**config.mk**
```make
export PLATFORM = sky130hd
export DESIGN_NAME = devtbl_multi
export DESIGN_NICKNAME = d
export VERILOG_FILES = /design/src/rtl/devtbl_pkg.sv /design/src/rtl/devtbl_rstctl.sv /design/src/rtl/devtbl_multi.sv
export SDC_FILE = /design/constraint.sdc
export NUM_CORES = 1
export LEC_CHECK = 0
export BUFFER_PORTS_ARGS = -buffer_cell sky130_fd_sc_hd__buf_2
export CORE_MARGIN = 2
export CORE_UTILIZATION = 32
export CTS_BUF_LIST = sky130_fd_sc_hd__clkbuf_16
export DETAILED_ROUTE_END_ITERATION = 10
export GPL_TIMING_DRIVEN = 0
export PLACE_DENSITY = 0.87
export SLEW_MARGIN = 5
export SYNTH_ARGS = -nofsm -noshare
export SYNTH_HDL_FRONTEND = slang
export SYNTH_HIERARCHICAL = 1
export SYNTH_SLANG_ARGS = --single-unit
export TNS_END_PERCENT = 100
```
**constraint.sdc**
```tcl
create_clock -name clk_i -period 2 [get_ports clk_i]
set_clock_uncertainty 0.2 [all_clocks]
set_input_delay 0.2 -clock clk_i [delete_from_list [all_inputs] [get_ports clk_i]]
set_output_delay 0.2 -clock clk_i [all_outputs]
set_load 0.01 [all_outputs]
```
**src/rtl/devtbl_pkg.sv**
```systemverilog
// devtbl_pkg: shared bus op, command, query and reset-FSM encodings for devtbl_multi
package devtbl_pkg;
  typedef enum logic [1:0] {PINOOP, PIWROP, PIRDOP, PIRWOP} op_e;
  typedef enum logic [1:0] {CMD_HOLD, CMD_RELEASE, CMD_PULSE, CMD_PRELDR} cmd_e;
  typedef enum logic [2:0] {QRY_VERSION, QRY_CACHESZ, QRY_RSTO, QRY_PRELDR, QRY_DEVCNT, QRY_CORECNT} qry_e;
  typedef enum logic {IDLE, PULSE} state_e;
endpackage

```
**src/rtl/devtbl_rstctl.sv**
```systemverilog
// devtbl_rstctl: per-core reset register with hold/release commands and a timed pulse FSM
module devtbl_rstctl
  import devtbl_pkg::*;
#(
  parameter int CORECNT = 2,
  parameter logic [CORECNT-1:0] RSTINIT = '0,
  parameter int RSTPULSECNT = 16
) (
  input  logic               clk_i,
  input  logic               rst_i,
  input  logic               i_vld,
  input  logic [1:0]         i_cmd,
  input  logic [CORECNT-1:0] i_mask,
  output logic [CORECNT-1:0] o_rst,
  output logic               o_busy
);
  localparam int CW = $clog2(RSTPULSECNT + 1);
  state_e             r_state;
  logic [CW-1:0]      r_cnt;
  logic [CORECNT-1:0] r_pmask;
  logic [CORECNT-1:0] r_rst;
  always_ff @(posedge clk_i or posedge rst_i)
    if (rst_i) begin
      r_state <= IDLE;
      r_cnt   <= '0;
      r_pmask <= '0;
      r_rst   <= RSTINIT;
    end else if (r_state == PULSE) begin
      if (r_cnt == '0) begin
        r_rst   <= r_rst & ~r_pmask;
        r_state <= IDLE;
      end else r_cnt <= r_cnt - 1'b1;
    end else if (i_vld) begin
      if (i_cmd == CMD_HOLD || i_cmd == CMD_PULSE) r_rst <= r_rst | i_mask;
      if (i_cmd == CMD_RELEASE) r_rst <= r_rst & ~i_mask;
      if (i_cmd == CMD_PULSE) begin
        r_pmask <= i_mask;
        r_cnt   <= CW'(RSTPULSECNT - 1);
        r_state <= PULSE;
      end
    end
  assign o_rst  = r_rst;
  assign o_busy = r_state == PULSE;
endmodule

```
**src/rtl/devtbl_multi.sv**
```systemverilog
// devtbl_multi: pi1 device-table, system-query and per-core reset control slave.
// Optional preloader-disable feature is built when DEVTBL_PRELDR_EN is defined.
module devtbl_multi
  import devtbl_pkg::*;
#(
  parameter int ARCHBITSZ = 32,
  parameter int DEVCNT = 5,
  localparam int ADDRBITSZ = ARCHBITSZ - $clog2(ARCHBITSZ / 8),
  parameter logic [DEVCNT*2*ARCHBITSZ-1:0] DEVTBLINIT = '0,
  parameter int CORECNT = 2,
  parameter logic [CORECNT-1:0] RSTINIT = '0,
  parameter int RSTPULSECNT = 16,
  parameter int MAPSZ = 892,
  parameter logic [ARCHBITSZ-1:0] SOCVERSION = '0,
  parameter logic [ARCHBITSZ-1:0] RAMCACHESZ = '0,
  parameter logic [ARCHBITSZ-1:0] PRELDRADDR = '0
) (
  input  logic                   clk_i,
  input  logic                   rst_i,
  output logic [CORECNT-1:0]     rst_o,
  output logic                   preldr_o,
  input  logic [1:0]             pi1_op_i,
  input  logic [ADDRBITSZ-1:0]   pi1_addr_i,
  input  logic [ARCHBITSZ-1:0]   pi1_data_i,
  output logic [ARCHBITSZ-1:0]   pi1_data_o,
  input  logic [ARCHBITSZ/8-1:0] pi1_sel_i,
  output logic                   pi1_rdy_o,
  output logic [ADDRBITSZ-1:0]   pi1_mapsz_o
);
  localparam int NW = 2 * DEVCNT;
  localparam int IW = $clog2(NW);
  logic [ARCHBITSZ-1:0] w_tbl [NW];
  logic                 w_busy, w_rd, w_cmd_vld, w_qhi;
  logic [2:0]           w_qsel;
  logic [ARCHBITSZ-1:0] w_pre, w_qry, w_rdata;
  logic [ARCHBITSZ-1:0] r_data;
  for (genvar i = 0; i < NW; i++) begin : g_tbl
    assign w_tbl[i] = DEVTBLINIT[i*ARCHBITSZ +: ARCHBITSZ];
  end
  assign pi1_rdy_o   = ~w_busy;
  assign pi1_mapsz_o = ADDRBITSZ'(MAPSZ);
  assign pi1_data_o  = r_data;
  assign w_rd        = pi1_rdy_o && (pi1_op_i == PIRDOP || pi1_op_i == PIRWOP);
  assign w_cmd_vld   = pi1_rdy_o && pi1_op_i == PIRWOP && pi1_addr_i == ADDRBITSZ'(1) && &pi1_sel_i;
  assign w_qsel      = pi1_data_i[2:0];
  assign w_qhi       = |pi1_data_i[ARCHBITSZ-1:3];
  always_comb begin
    w_qry = w_qhi ? '0 :
            w_qsel == QRY_VERSION ? SOCVERSION :
            w_qsel == QRY_CACHESZ ? RAMCACHESZ :
            w_qsel == QRY_RSTO    ? ARCHBITSZ'(rst_o) :
            w_qsel == QRY_PRELDR  ? w_pre :
            w_qsel == QRY_DEVCNT  ? ARCHBITSZ'(DEVCNT) :
            w_qsel == QRY_CORECNT ? ARCHBITSZ'(CORECNT) : '0;
    w_rdata = pi1_op_i == PIRDOP ? (pi1_addr_i < ADDRBITSZ'(NW) ? w_tbl[pi1_addr_i[IW-1:0]] : '0) :
              pi1_addr_i == '0   ? w_qry : '0;
  end
  always_ff @(posedge clk_i or posedge rst_i)
    if (rst_i) r_data <= '0;
    else if (w_rd) r_data <= w_rdata;
`ifdef DEVTBL_PRELDR_EN
  logic r_preldr_dis, r_preldr_o;
  always_ff @(posedge clk_i or posedge rst_i)
    if (rst_i) begin
      r_preldr_dis <= 1'b0;
      r_preldr_o   <= 1'b0;
    end else begin
      r_preldr_o   <= w_cmd_vld && pi1_data_i[ARCHBITSZ-1 -: 2] == CMD_PRELDR;
      r_preldr_dis <= r_preldr_dis | (w_cmd_vld && pi1_data_i[ARCHBITSZ-1 -: 2] == CMD_PRELDR);
    end
  assign w_pre    = r_preldr_dis ? '0 : PRELDRADDR;
  assign preldr_o = r_preldr_o;
`else
  assign w_pre    = '0;
  assign preldr_o = 1'b0;
`endif
  devtbl_rstctl #(.CORECNT(CORECNT), .RSTINIT(RSTINIT), .RSTPULSECNT(RSTPULSECNT)) u_rstctl (
    .clk_i  (clk_i),
    .rst_i  (rst_i),
    .i_vld  (w_cmd_vld),
    .i_cmd  (pi1_data_i[ARCHBITSZ-1 -: 2]),
    .i_mask (pi1_data_i[CORECNT-1:0]),
    .o_rst  (rst_o),
    .o_busy (w_busy)
  );
endmodule

```
==> flow_summary.json <==
{
  "status": "finished with violations",
  "violations": "setup timing",
  "start_util": 0.332,
  "dr_total_vias": 1388,
  "hold_viol_final": 0,
  "r2r_start": "u_rstctl/o_busy",
  "rows": 23,
  "power_frac_seq": 0.301,
  "startpoint_type": "flop",
  "r2r_slack_ps": -90,
  "syn_inst": 152,
  "power_frac_clock": 0.418,
  "grt_antenna_before_repair": 0,
  "ys_warn_count": 6,
  "die_w_um": 68.4,
  "ant_nets": 0,
  "critPathCaptureType": "flop",
  "cpLargestDelayFamily": "simple AND/OR/NAND/NOR gates",
  "reg2reg_to": "u_rstctl/r_cnt[0]",
  "die-area_um2": 4680,
  "fin_crit_ps": 2090,
  "synth_area_um2": 1330,
  "routed_via_density": 3.99,
  "dp_slack_ps": -292,
  "maxCapViolCount": 0,
  "wire_per_inst_um": 10.6,
  "path_max_fanout": 3,
  "pwr-share-comb": 0.280,
  "n_antenna_cell": 0,
  "switchingPower_uw": 214,
  "cts_tree": "yes",
  "p_leak_nw": 1.25,
  "die_h_um": 68.4,
  "critPathCapture": "u_rstctl/r_cnt[0]",
  "clk_latency_ps": 240,
  "synth_async_sr_flop_share": 1.00,
  "drtPass1Iterations": 4,
  "io_buffers": 75,
  "synth_top_flop_cell": "dfrtp_1",
  "setup_viol": 8,
  "cp.required_ps": 1980,
  "cp_slowest_cell": "dfrtp_2",
  "grt_use_total": 0.149,
  "synth_top_cell_area_share": 0.340,
  "critPathBufInv": 1,
  "yosys.area.top_type": "buf_4",
  "clockBufferDepth": 2,
  "hold_class": "in -> reg",
  "slew_viol_final": 0,
  "path_clk_slew_ps": 40,
  "ios": 136,
  "h-tree-depth": 1,
  "grt_max_degree": 11,
  "overflow": 0,
  "worst_slew_pin_slew_ps": 548,
  "cp_cell_sequence": "nor4b_2 -> nand4_1 -> nor4_2 -> nand3b_1 -> buf_4 -> mux2i_2 -> a21o_1",
  "netlist_top_cells_area": "buf_4 (34%), dfrtp_1 (25%), nor4_1 (5.2%), nor4_2 (3.8%), mux2_2 (3.4%)",
  "arrival_ps": 2070,
  "cp-startpoint": "u_rstctl/o_busy",
  "first_global_vias": 1199,
  "max_freq_mhz": 478,
  "worst_path_largest_cell_delay_ps": 410,
  "gp_congestion": 0.812,
  "yosysSeqAreaShare": 0.245,
  "grt_pass1_wl_um": 5260,
  "cts-root-buf": "clkbuf_16",
  "syn-mean-instance-area_um2": 8.73,
  "cp.depth": 7,
  "rsz0062_at_grt": "yes",
  "drc": 0,
  "wl_um": 3700,
  "synth-edff-count": 0,
  "cts_buffers": 3,
  "synth_top_cells_by_count": "buf_4 (60), dfrtp_1 (13), nor4_1 (11)",
  "ir_drop_uv": 545,
  "fin_ws_ps": -91.8,
  "fin_util": 0.541,
  "hpwl_um": 3070,
  "synth-seq-cells": 13,
  "fin_nets": 370,
  "drtIter0Drc": 33,
  "switching_share": 0.244,
  "core_area_um2": 4000,
  "clock-sinks": 13,
  "powerDensity_nw_per_um2": 405,
  "fin_crit_sh": 1.05,
  "ff2ff_path_depth": 7,
  "synth_cell_type_count": 33,
  "path_class": "reg -> reg",
  "internal_power_uw": 662,
  "yosysMostFrequentCell": "buf_4",
  "final_layout_size_suffix_gt1_frac": 0.557,
  "max-slew-margin-rel": 0.635,
  "area_growth_pct": 63.2
}
==> per-stage QoR <==
| stage | hold slack, ps | power [mW] | area, um2 | TNS, ps | instances |
|---|---|---|---|---|---|
| 2_1_floorplan | -246 | 0.426 | 1550 | 0 | 210 |
| 3_3_place_gp | -127 | 0.502 | 1980 | -824 | 335 |
| 3_5_place_dp | -122 | 0.504 | 1980 | -1040 | 335 |
| 4_1_cts | 60.5 | 0.877 | 2110 | -131 | 343 |
| 5_1_grt | 72.2 | 0.927 | 2160 | -1420 | 348 |
| 6_report | 64.3 | 0.876 | 2160 | -455 | 348 |
==> how the worst min path moves through the flow <==
stage                  start                  end  slack (ps)  cells past startpoint
3_3_place_gp           rst_i        pi1_data_o[2]        -130                      2
2_1_floorplan          rst_i        pi1_data_o[0]        -250                      1
5_1_grt        pi1_data_i[1]  u_rstctl/r_pmask[1]          70                      2
6_report       pi1_data_i[1]  u_rstctl/r_pmask[1]          60                      2
4_1_cts        pi1_data_i[1]  u_rstctl/r_pmask[1]          60                      2
3_5_place_dp           rst_i        pi1_data_o[1]        -120                      2
==> worst register-to-register path, stage by stage, from the launching register on <==
cell,delay (ps)
dfrtp_2,410
nor4b_2,210
nand4_1,180
nor4_2,230
nand3b_1,200
buf_4,190
mux2i_2,250
a21o_1,170
==> kinds of logic (layout without fill, tap and decap cells) <==
family / after synthesis / after routing / share of synthesized area
and+or+nand+nor: 47 / 47 / 0.248
AOI/OAI and AO/OA: 15 / 15 / 0.0849
muxes: 5 / 5 / 0.0415
buffers and inverters: 69 / 157 / 0.365
other: 2 / 60 / 0.00566
DFF: 13 / 13 / 0.245
adders and majority gates: 1 / 1 / 0.00943
==> layout by cell type, fill, tap and decap left out, types with 2 or more instances in the layout <==
| cell | instances |
|---|---|
| buf_2 | 75 |
| nor2_1 | 3 |
| dfrtp_1 | 12 |
| o21ai_0 | 2 |
| nand2_1 | 7 |
| nor2b_1 | 3 |
| a21oi_1 | 3 |
| conb_1 | 60 |
| nor4_2 | 5 |
| inv_1 | 9 |
| clkbuf_16 | 3 |
| a22o_1 | 2 |
| a32oi_1 | 2 |
| mux2_2 | 4 |
| nor4b_2 | 3 |
| nor4_1 | 10 |
| buf_4 | 68 |
| nand3_1 | 2 |
| nand4_1 | 4 |
| nand3b_1 | 2 |
==> timing repair <==
item,4_1_cts,5_1_grt
buffers inserted,3,5
setup endpoints to repair,8,10
hold endpoints to repair,13,0
pin swaps,3,1
gates cloned,0,0
hold buffers,1,0
resized for setup,3,4
==> final cells by class <==
type / instances / area, um2
inverter: 8 / 30.0
sequential: 13 / 327
fill: 356 / 1840
tap: 50 / 62.6
multi-input combinational: 128 / 767
clock inverter: 1 / 3.75
timing repair buffer: 84 / 445
buffer: 61 / 454
clock buffer: 3 / 75.1
==> power groups by stage <==
stage	registers, mW	logic, mW	clock network (mW)
after floorplan	0.268	0.158	0
after global placement	0.268	0.234	0
after detailed placement	0.268	0.236	0
after CTS	0.264	0.238	0.375
after global routing	0.264	0.273	0.390
final	0.264	0.245	0.367
==> per-layer routing <==
layer,vias to the layer above,GRT usage,share of wire
li1,710,-,-
met1,589,0.173,0.39
met2,87,0.255,0.49
met3,2,0.0526,0.11
met4,0,0.0425,0.0022
met5,-,0,0
(Power assumes the default switching activity.)
